$ cat src/rtl/stream_frame_pkg.sv
// Shared types and constants for the stream frame packer.
// The optional trailer beat is enabled by defining FRAME_PACKER_TRAILER_EN.
package stream_frame_pkg;

   localparam logic [15:0] FRAME_MAGIC = 16'hE7A5;
   localparam int unsigned SEQ_W       = 12;
   localparam int unsigned CNT_W       = 16;

   localparam logic [3:0] CH_AR = 4'd0;
   localparam logic [3:0] CH_AW = 4'd1;
   localparam logic [3:0] CH_R  = 4'd2;
   localparam logic [3:0] CH_W  = 4'd3;
   localparam logic [3:0] CH_B  = 4'd4;

   typedef enum logic [1:0] {
      ST_IDLE    = 2'd0,
      ST_HEADER  = 2'd1,
      ST_PAYLOAD = 2'd2,
      ST_TRAILER = 2'd3
   } state_e;

   function automatic logic [31:0] header_word(input logic [3:0] chan, input logic [SEQ_W-1:0] seq);
      return {FRAME_MAGIC, chan, seq};
   endfunction

endpackage

$ cat src/rtl/frame_out_reg.sv
// Single output register stage: loads a beat when told, holds it until the sink accepts it.
module frame_out_reg #(
   parameter int unsigned DATA_W = 64
) (
   input  logic              clk,
   input  logic              rst,
   input  logic              load,
   input  logic [DATA_W-1:0] load_data,
   input  logic              load_last,
   input  logic              ready,
   output logic              valid,
   output logic [DATA_W-1:0] data,
   output logic              last,
   output logic              free
);

   assign free = !valid || ready;

   always_ff @(posedge clk) begin
      if (rst) begin
         valid <= 1'b0;
         data  <= '0;
         last  <= 1'b0;
      end else if (load) begin
         valid <= 1'b1;
         data  <= load_data;
         last  <= load_last;
      end else if (ready) begin
         valid <= 1'b0;
      end
   end

endmodule

$ cat src/rtl/stream_frame_packer.sv
// Packs channel-tagged stream records into headered frames of at most MAX_BEATS payload beats.
// Define FRAME_PACKER_TRAILER_EN to append a length/checksum trailer beat to each frame.
module stream_frame_packer
   import stream_frame_pkg::*;
#(
   parameter int unsigned DATA_W    = 64,
   parameter int unsigned MAX_BEATS = 16
) (
   input  logic              aclk,
   input  logic              areset,
   input  logic              s_axis_tvalid,
   output logic              s_axis_tready,
   input  logic [DATA_W-1:0] s_axis_tdata,
   input  logic [3:0]        s_axis_tid,
   input  logic              s_axis_tlast,
   output logic              m_axis_tvalid,
   input  logic              m_axis_tready,
   output logic [DATA_W-1:0] m_axis_tdata,
   output logic              m_axis_tlast,
   output logic              err_tid,
   output logic [15:0]       frame_cnt
);

   localparam int unsigned PCNT_W = $clog2(MAX_BEATS + 1);

   state_e              state;
   logic [3:0]          chan_q;
   logic [SEQ_W-1:0]    seq;
   logic [PCNT_W-1:0]   pcnt;
   logic [PCNT_W-1:0]   pcnt_inc;
   logic                err_q;
   logic [CNT_W-1:0]    frame_q;
   logic                out_free;
   logic                accept;
   logic                close;
   logic                load;
   logic [DATA_W-1:0]   load_data;
   logic                load_last;
`ifdef FRAME_PACKER_TRAILER_EN
   logic [15:0]         csum;
`endif

   always_comb begin
      s_axis_tready = (state == ST_PAYLOAD) && out_free;
      accept        = s_axis_tvalid && s_axis_tready;
      pcnt_inc      = pcnt + 1'b1;
      close         = s_axis_tlast || (pcnt_inc == PCNT_W'(MAX_BEATS));
      load          = 1'b0;
      load_data     = '0;
      load_last     = 1'b0;
      case (state)
         ST_HEADER: begin
            if (out_free) begin
               load            = 1'b1;
               load_data[31:0] = header_word(chan_q, seq);
            end
         end
         ST_PAYLOAD: begin
            if (accept) begin
               load      = 1'b1;
               load_data = s_axis_tdata;
`ifdef FRAME_PACKER_TRAILER_EN
               load_last = 1'b0;
`else
               load_last = close;
`endif
            end
         end
`ifdef FRAME_PACKER_TRAILER_EN
         ST_TRAILER: begin
            if (out_free) begin
               load            = 1'b1;
               load_data[31:0] = {16'(pcnt), csum};
               load_last       = 1'b1;
            end
         end
`endif
         default: ;
      endcase
   end

   always_ff @(posedge aclk) begin
      if (areset) begin
         state   <= ST_IDLE;
         chan_q  <= '0;
         seq     <= '0;
         pcnt    <= '0;
         err_q   <= 1'b0;
         frame_q <= '0;
`ifdef FRAME_PACKER_TRAILER_EN
         csum    <= '0;
`endif
      end else begin
         // Count on downstream acceptance of the closing beat, not on its load.
         if (m_axis_tvalid && m_axis_tready && m_axis_tlast)
            frame_q <= frame_q + 1'b1;
         case (state)
            ST_IDLE: begin
               if (s_axis_tvalid) begin
                  chan_q <= s_axis_tid;
                  state  <= ST_HEADER;
               end
            end
            ST_HEADER: begin
               if (out_free) begin
                  seq   <= seq + 1'b1;
                  pcnt  <= '0;
`ifdef FRAME_PACKER_TRAILER_EN
                  csum  <= '0;
`endif
                  state <= ST_PAYLOAD;
               end
            end
            ST_PAYLOAD: begin
               if (accept) begin
                  pcnt <= pcnt_inc;
                  if (s_axis_tid != chan_q)
                     err_q <= 1'b1;
`ifdef FRAME_PACKER_TRAILER_EN
                  csum <= csum ^ s_axis_tdata[15:0];
                  if (close)
                     state <= ST_TRAILER;
`else
                  if (close)
                     state <= ST_IDLE;
`endif
               end
            end
`ifdef FRAME_PACKER_TRAILER_EN
            ST_TRAILER: begin
               if (out_free)
                  state <= ST_IDLE;
            end
`endif
            default: state <= ST_IDLE;
         endcase
      end
   end

   assign err_tid   = err_q;
   assign frame_cnt = frame_q;

   frame_out_reg #(
      .DATA_W(DATA_W)
   ) u_out (
      .clk       (aclk),
      .rst       (areset),
      .load      (load),
      .load_data (load_data),
      .load_last (load_last),
      .ready     (m_axis_tready),
      .valid     (m_axis_tvalid),
      .data      (m_axis_tdata),
      .last      (m_axis_tlast),
      .free      (out_free)
   );

endmodule

$ cat config.mk
export PLATFORM = sky130hd
export DESIGN_NAME = stream_frame_packer
export DESIGN_NICKNAME = d
export VERILOG_FILES = /design/src/rtl/stream_frame_pkg.sv /design/src/rtl/frame_out_reg.sv /design/src/rtl/stream_frame_packer.sv
export SDC_FILE = /design/constraint.sdc
export NUM_CORES = 1
export LEC_CHECK = 0
export BUFFER_PORTS_ARGS = -buffer_cell sky130_fd_sc_hd__buf_4
export CAP_MARGIN = 20
export CORE_MARGIN = 5
export CORE_UTILIZATION = 44
export CTS_CLUSTER_DIAMETER = 60
export DETAILED_ROUTE_END_ITERATION = 8
export HOLD_SLACK_MARGIN = 0.15
export PLACE_DENSITY = 0.75
export SETUP_SLACK_MARGIN = 0.1
export SYNTH_ARGS = -nofsm -noshare
export SYNTH_HDL_FRONTEND = slang
export SYNTH_SLANG_ARGS = --single-unit
$ cat constraint.sdc
create_clock -name aclk -period 1.5 [get_ports aclk]
set_input_delay 0.15 -clock aclk [delete_from_list [all_inputs] [get_ports aclk]]
set_output_delay 0.15 -clock aclk [all_outputs]
set_load 0.02 [all_outputs]
======== After elaboration in Yosys (flattened, before gate mapping) ========
Index checks and enable logic that the tools add are counted.
W data, S select, Z words.
storage, ports and cells
  input port bits ......................... 73
  logic and storage cells ................. 54
  output and inout port bits .............. 84
  flip-flop bits (word level) ............. 106
cells by class
  add/sub/neg operators ................... 3
  equality and inequality tests ........... 8
  mux-type cells .......................... 19
  reductions and logical operators ........ 15
operators with widths
  cell                     number
  $mux W32                 2
  $mux W64                 1
  $pmux W32 S2             1
  $add A16 B1 Y16 const B  1
  $add A12 B1 Y12 const B  1
  $mux W5                  2
  $pmux W5 S2              1
  $mux W2                  4
  $ne A2 B2 Y1 const B     4
  $mux W1                  6
  $pmux W2 S3              1
  $reduce_and A3 Y1        2
  $add A5 B1 Y5 const B    1
  $eq A5 B5 Y1 const B     1
  $logic_and A1 B1 Y1      4
  $ne A4 B4 Y1             1
  $reduce_and A2 Y1        2
  $reduce_and A4 Y1        1
  $reduce_bool A2 Y1       2
  $eq A2 B1 Y1 const B     1
  $eq A2 B2 Y1 const B     1
  $logic_not A2 Y1         1
  $logic_or A1 B1 Y1       2
  $pmux W1 S2              1
  $logic_not A1 Y1         1

======== Logic depth before layout (Yosys ltp) ========
  word-level depth ........................ 7
  gate-level depth with buffers ........... 8
  mapped depth without buffers ............ 6

======== Hierarchy ========
From an unflattened synthesis, not the netlist that was laid out.
unflattened totals
  cell total of the unflattened synthesis .. 524
  area total of the unflattened synthesis .. 4884.7 µm²
modules (own cells, without submodules)
  module               sequential area each (µm²)  area an instance (µm²)  times used  cells an instance
  stream_frame_packer  800.8                       2498.6                  1           310
  frame_out_reg        1321.3                      2386.0                  1           214

======== Least setup slack after synthesis ========
Ideal clock, no wire load.
  path type ............................... register -> register
  start ................................... reg state[0]
  end ..................................... reg u_out.data[10]
  data required time ...................... 1368 ps
  clock period less this slack ............ 1668 ps
  setup slack ............................. -168 ps
  buffers on the path ..................... 3
  stages on the path, launching flop included .. 9
  data arrival time ....................... 1536 ps
  setup time .............................. 132 ps
  cells stage by stage .................... dfxtp_1 inv_1 ha_1 buf_2 and3_1 buf_2 buf_2 a221oi_1 nor3_1
between the ends
  word-level cells in the longest chain between the ends .. 5
  elaborated cells on any way between the ends .. 8
  those cells by class .................... eq/ne (2); mux (4); reduce/logical (2)
ends and longest elaborated chain
  what                                                line                                                  RTL
  start: declaration                                  stream_frame_packer.sv:26                             state_e state;
  start signal: assignment                            stream_frame_packer.sv:84                             state <= ST_IDLE;
  start signal: assignment                            stream_frame_packer.sv:101                            state <= ST_HEADER;
  start signal: assignment                            stream_frame_packer.sv:111                            state <= ST_PAYLOAD;
  $eq A2 B2 Y1                                        stream_frame_packer.sv:44, stream_frame_packer.sv:51
  $logic_and A1 B1 Y1                                 stream_frame_packer.sv:44                             s_axis_tready = (state == ST_PAYLOAD) && out_free;
  $logic_and A1 B1 Y1                                 stream_frame_packer.sv:45                             accept = s_axis_tvalid && s_axis_tready;
  $mux W64 / $mux W1 (equally long branches)          stream_frame_packer.sv:59                             if (accept) begin
  $pmux W32 S2 / $pmux W1 S2 (equally long branches)  stream_frame_packer.sv:51                             case (state)
  end signal: assignment                              frame_out_reg.sv:26                                   data <= load_data;
  end: declaration                                    frame_out_reg.sv:12                                   output logic [DATA_W-1:0] data,
Parallel ways exist; a longest one is shown, timed or not.
A chain may end at the register's enable or synchronous reset.

======== Worst setup path after layout ========
  start ................................... reg state[0]
  end ..................................... reg u_out.data[31]
The elaborated chain is that of the path after synthesis.

==> results.json <==
{
  "outcome": "finished, violations left",
  "violations_in_the_final_reports": "setup timing",
  "cts_root_buf": "sky130_fd_sc_hd__clkbuf_8",
  "global_route.usage.met3": 0.0543,
  "share_of_the_synthesized_area_in_the_top_cell_type": 0.499,
  "yosys.area_share.simple": 0.225,
  "io_buffers": 156,
  "worst_skew_pair.late_latency_ns": 0.37,
  "postRouteWirelength_mm": 14.4,
  "slew_headroom": 0.696,
  "detail_route.drc_violations": 0,
  "worstPathMaxFanout": 10,
  "timing.reg2reg.worst_path_depth": 7,
  "worst_setup_hold_path_clk_slew_ns": 0.10,
  "design.die.area_um2": 11700,
  "gr_layer_usage_met2": 0.382,
  "setup.reg_to_reg.worst_slack_ns": -0.05,
  "fin_crit_period_ns": 1.55,
  "slew_viol_final": 0,
  "area_growth_syn_to_layout_pct": 71.8,
  "synth_area_in_compound_gates": 0.155,
  "viasPerCell": 5.34,
  "largest_family_of_logic_cells_by_synthesized_area": "simple AND/OR/NAND/NOR gates",
  "rr_startpoint": "state[0]$_SDFFE_PP0P_",
  "yosys_warnings": 0,
  "firstDrtPassIters": 7,
  "hold_viol": 0,
  "cts_tree": "done",
  "drtIter0Drc": 189,
  "htree_levels": 3,
  "post_synth_mux_area_share": 0.0118,
  "finalNetCount": 800,
  "synth-main-ff-cell": "sky130_fd_sc_hd__dfxtp_1",
  "async_flop_share": 0,
  "crit_path_max_incr_delay_ns": 0.39,
  "grt_start_max_net_pins": 39,
  "clockBufferDepth": 2,
  "timing.critical_path.required_ns": 1.74,
  "setup_tns_ns": -0.459,
  "p_leak_nw": 3.06,
  "rows": 35,
  "global_route.usage.met1": 0.283,
  "synth.distinct_cells": 36,
  "power_density_nw_per_um2": 1200,
  "setup.worst_path.end_class": "register",
  "synth_enable_flop_cells": 0,
  "dpl_cell_area_um2": 5800,
  "cp.buffers_inverters": 2,
  "drt-wirelength-per-cell_um": 16.9,
  "grt-ovfl-total": 0,
  "syn-num-nets": 557,
  "route.vias.total": 4558,
  "drive_above_1_share": 0.428,
  "mappedNetlistArea_um2": 4250,
  "cpLargestDelayFamily": "simple AND/OR/NAND/NOR gates",
  "hold_path.startpoint": "s_axis_tlast",
  "postSynthAreaPerCell_um2": 8.91,
  "cap_viol_max_count": 0,
  "whs_endpoint": "u_out.last$_SDFFE_PP0P_",
  "dpl_ws_ns": -0.148,
  "min_delay_path_depth": 4,
  "place.detailed.hpwl_mm": 8.05,
  "finalWeightedCongestion": 0.779,
  "number_of_instances_in_the_synthesized_netlist": 477,
  "first_pass_grt_wire_length_mm": 21.3,
  "worst_ir_drop_vdd_v": 0.000900,
  "layout.cell_area.non_filler_um2": 7300,
  "globalRouteTotalUtil": 0.226,
  "critical-path-slowest-cell": "sky130_fd_sc_hd__dfxtp_4",
  "num_io_pins": 157,
  "initial_core_util": 0.456,
  "layout.cells.most_common": "sky130_fd_sc_hd__buf_4",
  "timing.critical_path.from_type": "register",
  "synth_seq_area_share": 0.499,
  "finalClockSkew_ns": 0.0144,
  "antenna_left": 0,
  "diodes": 0,
  "timing.final.crit_share": 1.03,
  "timing.final.setup_violations": 29,
  "synth_area_leader_cell": "sky130_fd_sc_hd__dfxtp_1",
  "final_critical_path_setup_slack_ns": -0.0458,
  "floorplan.die.height_um": 108,
  "die_width_um": 108,
  "final_cell_mix": "179 x sky130_fd_sc_hd__buf_4, 90 x sky130_fd_sc_hd__nor2_1, 88 x sky130_fd_sc_hd__dfxtp_1",
  "worst_ep_arrival_time_ns": 1.78,
  "worstSetupPathType": "register to register",
  "coreArea_um2": 9330,
  "clock-sinks": 106,
  "endpoint_of_the_most_critical_register_to_register_path": "u_out.data[31]$_SDFFE_PP0P_",
  "fmax_mhz": 647,
  "crit_path_cell_trace": "inv_4, ha_4, and4_4, buf_4, nand2b_4, nor2_1, nor3_1",
  "antenna_violations_before_repair": 0,
  "synth.ff_latch_count": 106,
  "yosys-top-cells-area": "sky130_fd_sc_hd__dfxtp_1 50%, sky130_fd_sc_hd__nor2_1 8.7%, sky130_fd_sc_hd__a22oi_1 6.7%",
  "rsz0062_at_grt": "yes",
  "synth_xor_area_frac": 0.0433,
  "timing.hold.worst.class": "primary input to register",
  "worst-slew-pin-transition_ns": 0.456,
  "inserted_clock_buffers": 9,
  "grt-busiest-layer": "met2",
  "adder_and_majority_cell_fraction_of_the_synthesized_area": 0.0206,
  "first_global_vias": 4431
}
-- tightest hold or removal path: stages --
cell,delay (ns)
sky130_fd_sc_hd__buf_4,0.08
sky130_fd_sc_hd__a21oi_2,0.04
sky130_fd_sc_hd__nand2b_4,0.13
sky130_fd_sc_hd__a21oi_1,0.10
-- kinds of logic (layout without fill, tap and decap cells) --
group                      Yosys count  in the layout
buffers and inverters               43            291
xor gates and xnor gates            21             21
adders and majority gates            7              7
DFF                                106            106
and+or+nand+nor                    200            200
muxes                                5              5
AOI/OAI and AO/OA                   95             95
-- power by group --
| group | leakage (nW) | internal [mW] | total, mW | switching [mW] |
|---|---|---|---|---|
| sequential | 0.869 | 3.17 | 3.43 | 0.260 |
| clock | 0.105 | 0.840 | 1.85 | 1.01 |
| combinational | 2.09 | 1.68 | 3.51 | 1.83 |
| total | 3.06 | 5.69 | 8.79 | 3.10 |
-- layout make-up --
class                           instances  area, um2
Sequential cell                       106       2160
Fill cell                             591       2020
Multi-Input combinational cell        328       2320
Tap cell                              129        161
Clock inverter                          6       72.6
Clock buffer                           10        138
Timing Repair Buffer                  268       2410
Inverter                                7       36.3
-- flip-flops by register name, summed over array words and instances, names as in the netlist --
register,flops
u_out.data,64
frame_cnt,16
seq,12
pcnt,5
chan_q,4
state,2
err_tid,1
u_out.last,1
u_out.valid,1
-- worst max path at each step --
stage	depth (start not counted)	to	slack, ns	startpoint
detailed placement	6	u_out.data[18]$_SDFFE_PP0P_	-0.15	state[0]$_SDFFE_PP0P_
finish	7	u_out.data[31]$_SDFFE_PP0P_	-0.05	state[0]$_SDFFE_PP0P_
global placement	6	u_out.data[21]$_SDFFE_PP0P_	-0.1	state[0]$_SDFFE_PP0P_
global route	7	u_out.data[3]$_SDFFE_PP0P_	-0.12	state[0]$_SDFFE_PP0P_
CTS	6	s_axis_tready	0.004	state[0]$_SDFFE_PP0P_
floorplan	8	u_out.data[7]$_SDFFE_PP0P_	0.01	state[0]$_SDFFE_PP0P_
-- synthesized netlist by cell type (7+ instances only) --
library cell	n
sky130_fd_sc_hd__nand2_1	16
sky130_fd_sc_hd__nand3_1	10
sky130_fd_sc_hd__ha_1	7
sky130_fd_sc_hd__or3_1	9
sky130_fd_sc_hd__dfxtp_1	106
sky130_fd_sc_hd__xor2_1	10
sky130_fd_sc_hd__xnor2_1	11
sky130_fd_sc_hd__inv_1	7
sky130_fd_sc_hd__buf_2	22
sky130_fd_sc_hd__a221oi_1	16
sky130_fd_sc_hd__clkbuf_1	13
sky130_fd_sc_hd__nand2b_1	8
sky130_fd_sc_hd__a22oi_1	38
sky130_fd_sc_hd__o21ai_0	11
sky130_fd_sc_hd__a21oi_1	20
sky130_fd_sc_hd__nor2_1	98
sky130_fd_sc_hd__nor3_1	29
sky130_fd_sc_hd__nand4_1	10
-- metal layers --
metal  part of all wire  up-vias
li1                   -     2164
met1               0.43     2207
met2               0.49      162
met3              0.061       25
met4              0.018        0
met5                  0        -
-- through the flow --
| stage | instances | total power, mW | hold slack [ns] | utilization |
|---|---|---|---|---|
| 5_1_grt | 854 | 9.27 | 0.200 | 0.783 |
| 4_1_cts | 841 | 8.44 | 0.185 | 0.739 |
| 3_5_place_dp | 744 | 6.30 | 0.409 | 0.622 |
| 6_report | 854 | 8.79 | 0.189 | 0.783 |
| 3_3_place_gp | 744 | 6.22 | 0.398 | 0.622 |
| 2_1_floorplan | 477 | 5.26 | 0.298 | - |
-- timing repair --
| item | in CTS | in global routing |
|---|---|---|
| setup buffers | 10 | 9 |
| pin swaps | 15 | 16 |
| cloned | 2 | 5 |
| endpoints found under the hold margin | 68 | 0 |
| hold buffers | 69 | 0 |
| gates resized for setup | 21 | 60 |
| setup endpoints to repair | 82 | 95 |
Power figures use the tool's default switching activity.
